[src/rtl/cga_vgaport.sv]
// CGA-to-VGA output stage: turns the doubled IRGB stream and syncs into 6-bit RGB,
// polarity-adjusted syncs and DE. The outputs sit two registers behind the inputs.
module cga_vgaport #(
    parameter int unsigned H_START   = 192,
    parameter int unsigned H_ACTIVE  = 640,
    parameter int unsigned V_START   = 76,
    parameter int unsigned V_ACTIVE  = 400,
    parameter bit          HSYNC_POL = 1'b0,
    parameter bit          VSYNC_POL = 1'b0,
    parameter bit          BROWN_FIX = 1'b1
) (
    input  logic       clk,
    input  logic       reset,
    input  logic [3:0] dbl_video,
    input  logic       dbl_hsync,
    input  logic       vsync,
    output logic [5:0] vga_r,
    output logic [5:0] vga_g,
    output logic [5:0] vga_b,
    output logic       vga_hsync,
    output logic       vga_vsync,
    output logic       vga_de
);

    localparam logic [10:0] H_LO = 11'(H_START);
    localparam logic [10:0] H_HI = 11'(H_START + H_ACTIVE);
    localparam logic [10:0] V_LO = 11'(V_START);
    localparam logic [10:0] V_HI = 11'(V_START + V_ACTIVE);

    logic [3:0] video_r;
    logic       hsync_r;
    logic       vsync_r;
    logic       hsync_prev_r;
    logic       vsync_prev_r;
    logic [9:0] hpix_r;
    logic [9:0] vline_r;

    logic       hrise_s;
    logic       vrise_s;
    logic [9:0] hpix_s;
    logic [9:0] vline_s;
    logic       de_s;
    logic [5:0] pal_r_s;
    logic [5:0] pal_g_s;
    logic [5:0] pal_b_s;

    // One palette channel: colour bit contributes 2/3 of full scale, intensity 1/3.
    function automatic logic [5:0] cga_level(input logic c, input logic i);
        logic [5:0] lvl;
        lvl = c ? 6'h2A : 6'h00;
        lvl = lvl + (i ? 6'h15 : 6'h00);
        return lvl;
    endfunction

    function automatic logic [9:0] sat_inc(input logic [9:0] v);
        return (v == 10'h3FF) ? 10'h3FF : v + 10'd1;
    endfunction

    // Counter next-state values belong to the sample currently in stage 1.
    always_comb begin
        hrise_s = hsync_r & ~hsync_prev_r;
        vrise_s = vsync_r & ~vsync_prev_r;
        hpix_s  = hrise_s ? 10'd0 : sat_inc(hpix_r);
        if (vrise_s) begin
            vline_s = 10'd0;
        end else if (hrise_s) begin
            vline_s = sat_inc(vline_r);
        end else begin
            vline_s = vline_r;
        end
        de_s = ({1'b0, hpix_s} >= H_LO) && ({1'b0, hpix_s} < H_HI) &&
               ({1'b0, vline_s} >= V_LO) && ({1'b0, vline_s} < V_HI);
        pal_r_s = cga_level(video_r[2], video_r[3]);
        pal_b_s = cga_level(video_r[0], video_r[3]);
        if (BROWN_FIX && (video_r == 4'b0110)) begin
            pal_g_s = 6'h15;
        end else begin
            pal_g_s = cga_level(video_r[1], video_r[3]);
        end
    end

    // Stage 1: input capture, edge history and position counters.
    always_ff @(posedge clk or posedge reset) begin
        if (reset) begin
            video_r      <= 4'd0;
            hsync_r      <= 1'b0;
            vsync_r      <= 1'b0;
            hsync_prev_r <= 1'b0;
            vsync_prev_r <= 1'b0;
            hpix_r       <= 10'h3FF;
            vline_r      <= 10'h3FF;
        end else begin
            video_r      <= dbl_video;
            hsync_r      <= dbl_hsync;
            vsync_r      <= vsync;
            hsync_prev_r <= hsync_r;
            vsync_prev_r <= vsync_r;
            hpix_r       <= hpix_s;
            vline_r      <= vline_s;
        end
    end

    // Stage 2: blanked colour, polarity-adjusted syncs and DE, all aligned.
    always_ff @(posedge clk or posedge reset) begin
        if (reset) begin
            vga_r     <= 6'd0;
            vga_g     <= 6'd0;
            vga_b     <= 6'd0;
            vga_hsync <= ~HSYNC_POL;
            vga_vsync <= ~VSYNC_POL;
            vga_de    <= 1'b0;
        end else begin
            vga_r     <= de_s ? pal_r_s : 6'd0;
            vga_g     <= de_s ? pal_g_s : 6'd0;
            vga_b     <= de_s ? pal_b_s : 6'd0;
            vga_hsync <= ~(hsync_r ^ HSYNC_POL);
            vga_vsync <= ~(vsync_r ^ VSYNC_POL);
            vga_de    <= de_s;
        end
    end

endmodule

[config.mk]
export PLATFORM = sky130hd
export DESIGN_NAME = cga_vgaport
export DESIGN_NICKNAME = d
export VERILOG_FILES = /design/src/rtl/cga_vgaport.sv
export SDC_FILE = /design/constraint.sdc
export NUM_CORES = 1
export LEC_CHECK = 0
export BUFFER_PORTS_ARGS = -buffer_cell sky130_fd_sc_hd__buf_2
export CAP_MARGIN = 25
export CORE_MARGIN = 5
export CORE_UTILIZATION = 40
export CTS_CLUSTER_DIAMETER = 30
export CTS_CLUSTER_SIZE = 14
export DETAILED_ROUTE_END_ITERATION = 8
export SLEW_MARGIN = 40
export SYNTH_ARGS = -nofsm -noshare
export SYNTH_HDL_FRONTEND = slang
export SYNTH_SLANG_ARGS = --single-unit
[constraint.sdc]
create_clock -name clk -period 1.9 [get_ports clk]
set_input_delay 0.38 -clock clk [delete_from_list [all_inputs] [get_ports clk]]
set_output_delay 0.38 -clock clk [all_outputs]
set_load 0.02 [all_outputs]
==> flow_metrics.tcl <==
set metrics [dict create \
    die_width_um 79.1 \
    worst_pin_slew_ns 0.430 \
    switching_part_of_the_total_power_pct 25.0 \
    hold_viol_final 0 \
    syn_to_layout_area_delta_pct 32.4 \
    diodes 0 \
    initialDrtViolationCount 84 \
    dpl-instance-area_sq_um 2360 \
    cts.sink_count 36 \
    place_congestion 0.854 \
    post-synth-top-count-cell "dfstp_2" \
    synth_cell_type_count 47 \
    drt_first_pass_iters 4 \
    net-switching-power_w 0.000420 \
    final_cells 296 \
    yosys_warnings 0 \
    path_class "reg -> reg" \
    p_clk_share_pct 33.1 \
    power.density_cell_area_nw_per_um2 664 \
    grt_setup_unrepaired "yes" \
    core_region_area_sq_um 4690 \
    timing.critical_path.max_delay_family "simple AND/OR/NAND/NOR gates" \
    syn_area_cell_sq_um 10.5 \
    async_reset_ff_share_pct 100 \
    slew_headroom_pct 71.4 \
    post-dp-hpwl_um 3310 \
    die_y_um 79.1 \
    maximum_number_of_pins_on_one_net_before_global_route_repair 37 \
    synth_largest_area_cell "dfstp_2" \
    crit_buf_inv 0 \
    drt-total-wl_um 4550 \
    cts_clock_pin_slew_for_the_worst_setup_and_hold_paths_ns 0.07 \
    clock_buffer_count_from_cts 5 \
    clkLatencyLatePin_ns 0.29 \
    cp_max_fo 6 \
    first_global_vias 1636 \
    wire_per_inst_um 15.4 \
    post_synth_inst_count 182 \
    synth_top_cells_by_area "dfstp_2, dfrtp_1, buf_4, a21oi_1, and4_1" \
    final_core_utilization_pct 53.9 \
    outcome "finished with violations" \
    placed_cells_incl_taps 285 \
    timing.critical_path.to_type "flop" \
    setup_ws_ns -0.187 \
    synth-edff-count 0 \
    p_int_w 0.00126 \
    crit_path_cell_trace "nand4b_1, or4_4, a31oi_4, nand3_2, o22ai_4, nor3_1" \
    layout_min_cycle_time_ns 2.09 \
    synth.ff_latch_count 36 \
    cts_root_buf "clkbuf_8" \
    mappedNetlistNets 192 \
    initial_utilization_pct 40.7 \
    ir_worst_vdd_v 0.000584 \
    fp-row-count 25 \
    antenna_found_initial 0 \
    cts_tree "yes" \
    via_count 1600 \
    power.leakage_nw 1.10 \
    finClkSkew_ns 0.00777 \
    gr-usage-all-layers_pct 15.8 \
    cts_htree_levels 2 \
    max_clock_freq_ghz 0.479 \
    grt_pass1_wl_um 7750 \
    ys.flop_type "dfstp_2" \
    post_synth_most_frequent_cells "dfstp_2, dfrtp_1, a21oi_1, buf_4" \
    cts_buffer_depth 2 \
    setup-violations-final 6 \
    finalInstanceArea_sq_um 2530 \
    power_frac_seq_pct 53.6 \
    drt-vias-per-instance 5.41 \
    cp.required_ns 2.06 \
    critPathArrivalTime_ns 2.24 \
    slew_violations 0 \
    globalRouteOverflowTotal 0 \
    port-buffer-count 28 \
    drt.antenna.violating_nets 0 \
    remaining_drc_errors 0 \
    yosysTopAreaCellShare_pct 30.3 \
    final_net_count 251 \
    area_enclosed_by_the_die_boundary_sq_um 6260 \
    syn_area_sq_um 1910 \
    layout.filler_cells 413 \
    p_comb_share_pct 13.3 \
    cap_violations 0 \
    fraction_of_layout_cells_with_a_size_suffix_above_1_pct 54.1 \
    num_io_pins 29 \
    timing.critical_path.slowest_stage_cell "dfstp_2" \
    worstSetupStartpointType "flop" \
    failed_checks "setup timing" \
    hold_path.class "in -> async" \
    crit_path_max_cell_delay_ns 0.58 \
    layout_worst_path_cycle_share_pct 110 \
    synth-seq-area-share_pct 48.6 \
]
## final timing paths
kind | slack [ns] | startpoint | end | cells past startpoint
min in group clk | 0.19 | dbl_hsync | hsync_r | 1
hold reg to reg | 0.42 | vsync_r | vsync_prev_r | 0
setup reg to reg | -0.19 | vline_r[1] | vga_de | 6
max in group asynchronous | 1.37 | reset | hpix_r[8] | 3
setup / recovery | -0.19 | vline_r[1] | vga_de | 6
hold / removal | 0.19 | reset | hsync_prev_r | 3
## area by class of cell
type                            count  area [sq um]  share of cell area (%)
Sequential cell                    36           928                    36.7
Clock inverter                      1          7.51                   0.297
Timing Repair Buffer               73           478                    18.9
Inverter                            8          30.0                    1.19
Tap cell                           54          67.6                    2.67
Multi-Input combinational cell    117           932                    36.8
Clock buffer                        7          86.3                    3.41
## logic make-up (layout without fill, tap and decap cells)
group                    Yosys count  in the layout  synth area share [%]
AO/OA/AOI/OAI                     44             44                  16.4
XOR/XNOR                           5              5                  2.29
adder cells (fa/ha/maj)            2              2                  1.31
buffers and inverters             29             89                  9.23
flip-flops                        36             36                  48.6
AND/OR/NAND/NOR                   66             66                  22.2
## through the flow
stage | setup slack (ns) | total power (W) | hold slack (ns) | TNS (ns)
after global placement | -0.177 | 0.00110 | 0.385 | -0.803
after global routing | -0.271 | 0.00178 | 0.176 | -1.34
after detailed placement | -0.186 | 0.00111 | 0.405 | -0.970
final | -0.187 | 0.00168 | 0.188 | -0.941
after CTS | -0.148 | 0.00170 | 0.180 | -0.784
after floorplan | -0.0473 | 0.00101 | 0.375 | -0.138
## power groups by stage
| stage | logic (W) | clock network [W] | registers (W) |
|---|---|---|---|
| 2_1_floorplan | 0.000114 | 0 | 0.000899 |
| 3_3_place_gp | 0.000197 | 0 | 0.000901 |
| 3_5_place_dp | 0.000205 | 0 | 0.000907 |
| 4_1_cts | 0.000217 | 0.000582 | 0.000898 |
| 5_1_grt | 0.000250 | 0.000621 | 0.000906 |
| 6_report | 0.000223 | 0.000556 | 0.000901 |
## routing by layer
metal | global-route usage (%) | vias to the layer above | share of wire, %
met4 | 6.53 | 0 | 1.9
met5 | 0 | - | 0
met1 | 17.7 | 792 | 40
met3 | 3.17 | 9 | 2.6
met2 | 29.0 | 23 | 55
li1 | - | 776 | -
## layout by cell type, fill, tap and decap left out, types with 2 or more instances in the layout
cell	instances
a21oi_1	13
a31oi_1	5
a31oi_4	2
a41oi_1	2
and2_1	2
and3_1	3
and4_1	5
and4_2	2
buf_2	28
buf_4	45
clkbuf_8	6
dfrtp_1	14
dfstp_2	22
ha_4	2
inv_1	8
nand2_1	9
nand2b_1	2
nand3_1	7
nand3_2	2
nand3b_1	2
nand4_1	2
nand4b_1	2
nor2_1	8
nor3_1	2
nor3_2	2
o2111ai_1	2
o211ai_1	3
o21a_1	2
o21ai_0	5
o311ai_0	2
xnor2_1	3
xor2_1	2
## worst register-to-register path: stages (launching register included)
cell and delay [ns]:
dfstp_2 0.58, nand4b_1 0.20, or4_4 0.47, a31oi_4 0.19
nand3_2 0.11, o22ai_4 0.29, nor3_1 0.11
## sequential cells by signal (all words and copies together), names as in the netlist, 2 cells and up
name / cells
vga_b: 2
hpix_r: 10
video_r: 4
vga_g: 2
vline_r: 10
## repair_timing
item                       CTS  global route
setup endpoints to repair    6             6
hold buffers                 0             0
cloned                       0             0
gates resized for setup      8             2
pin swaps                    4             3
setup buffers                2             1
Note: power is estimated with default switching activity, not from simulation.
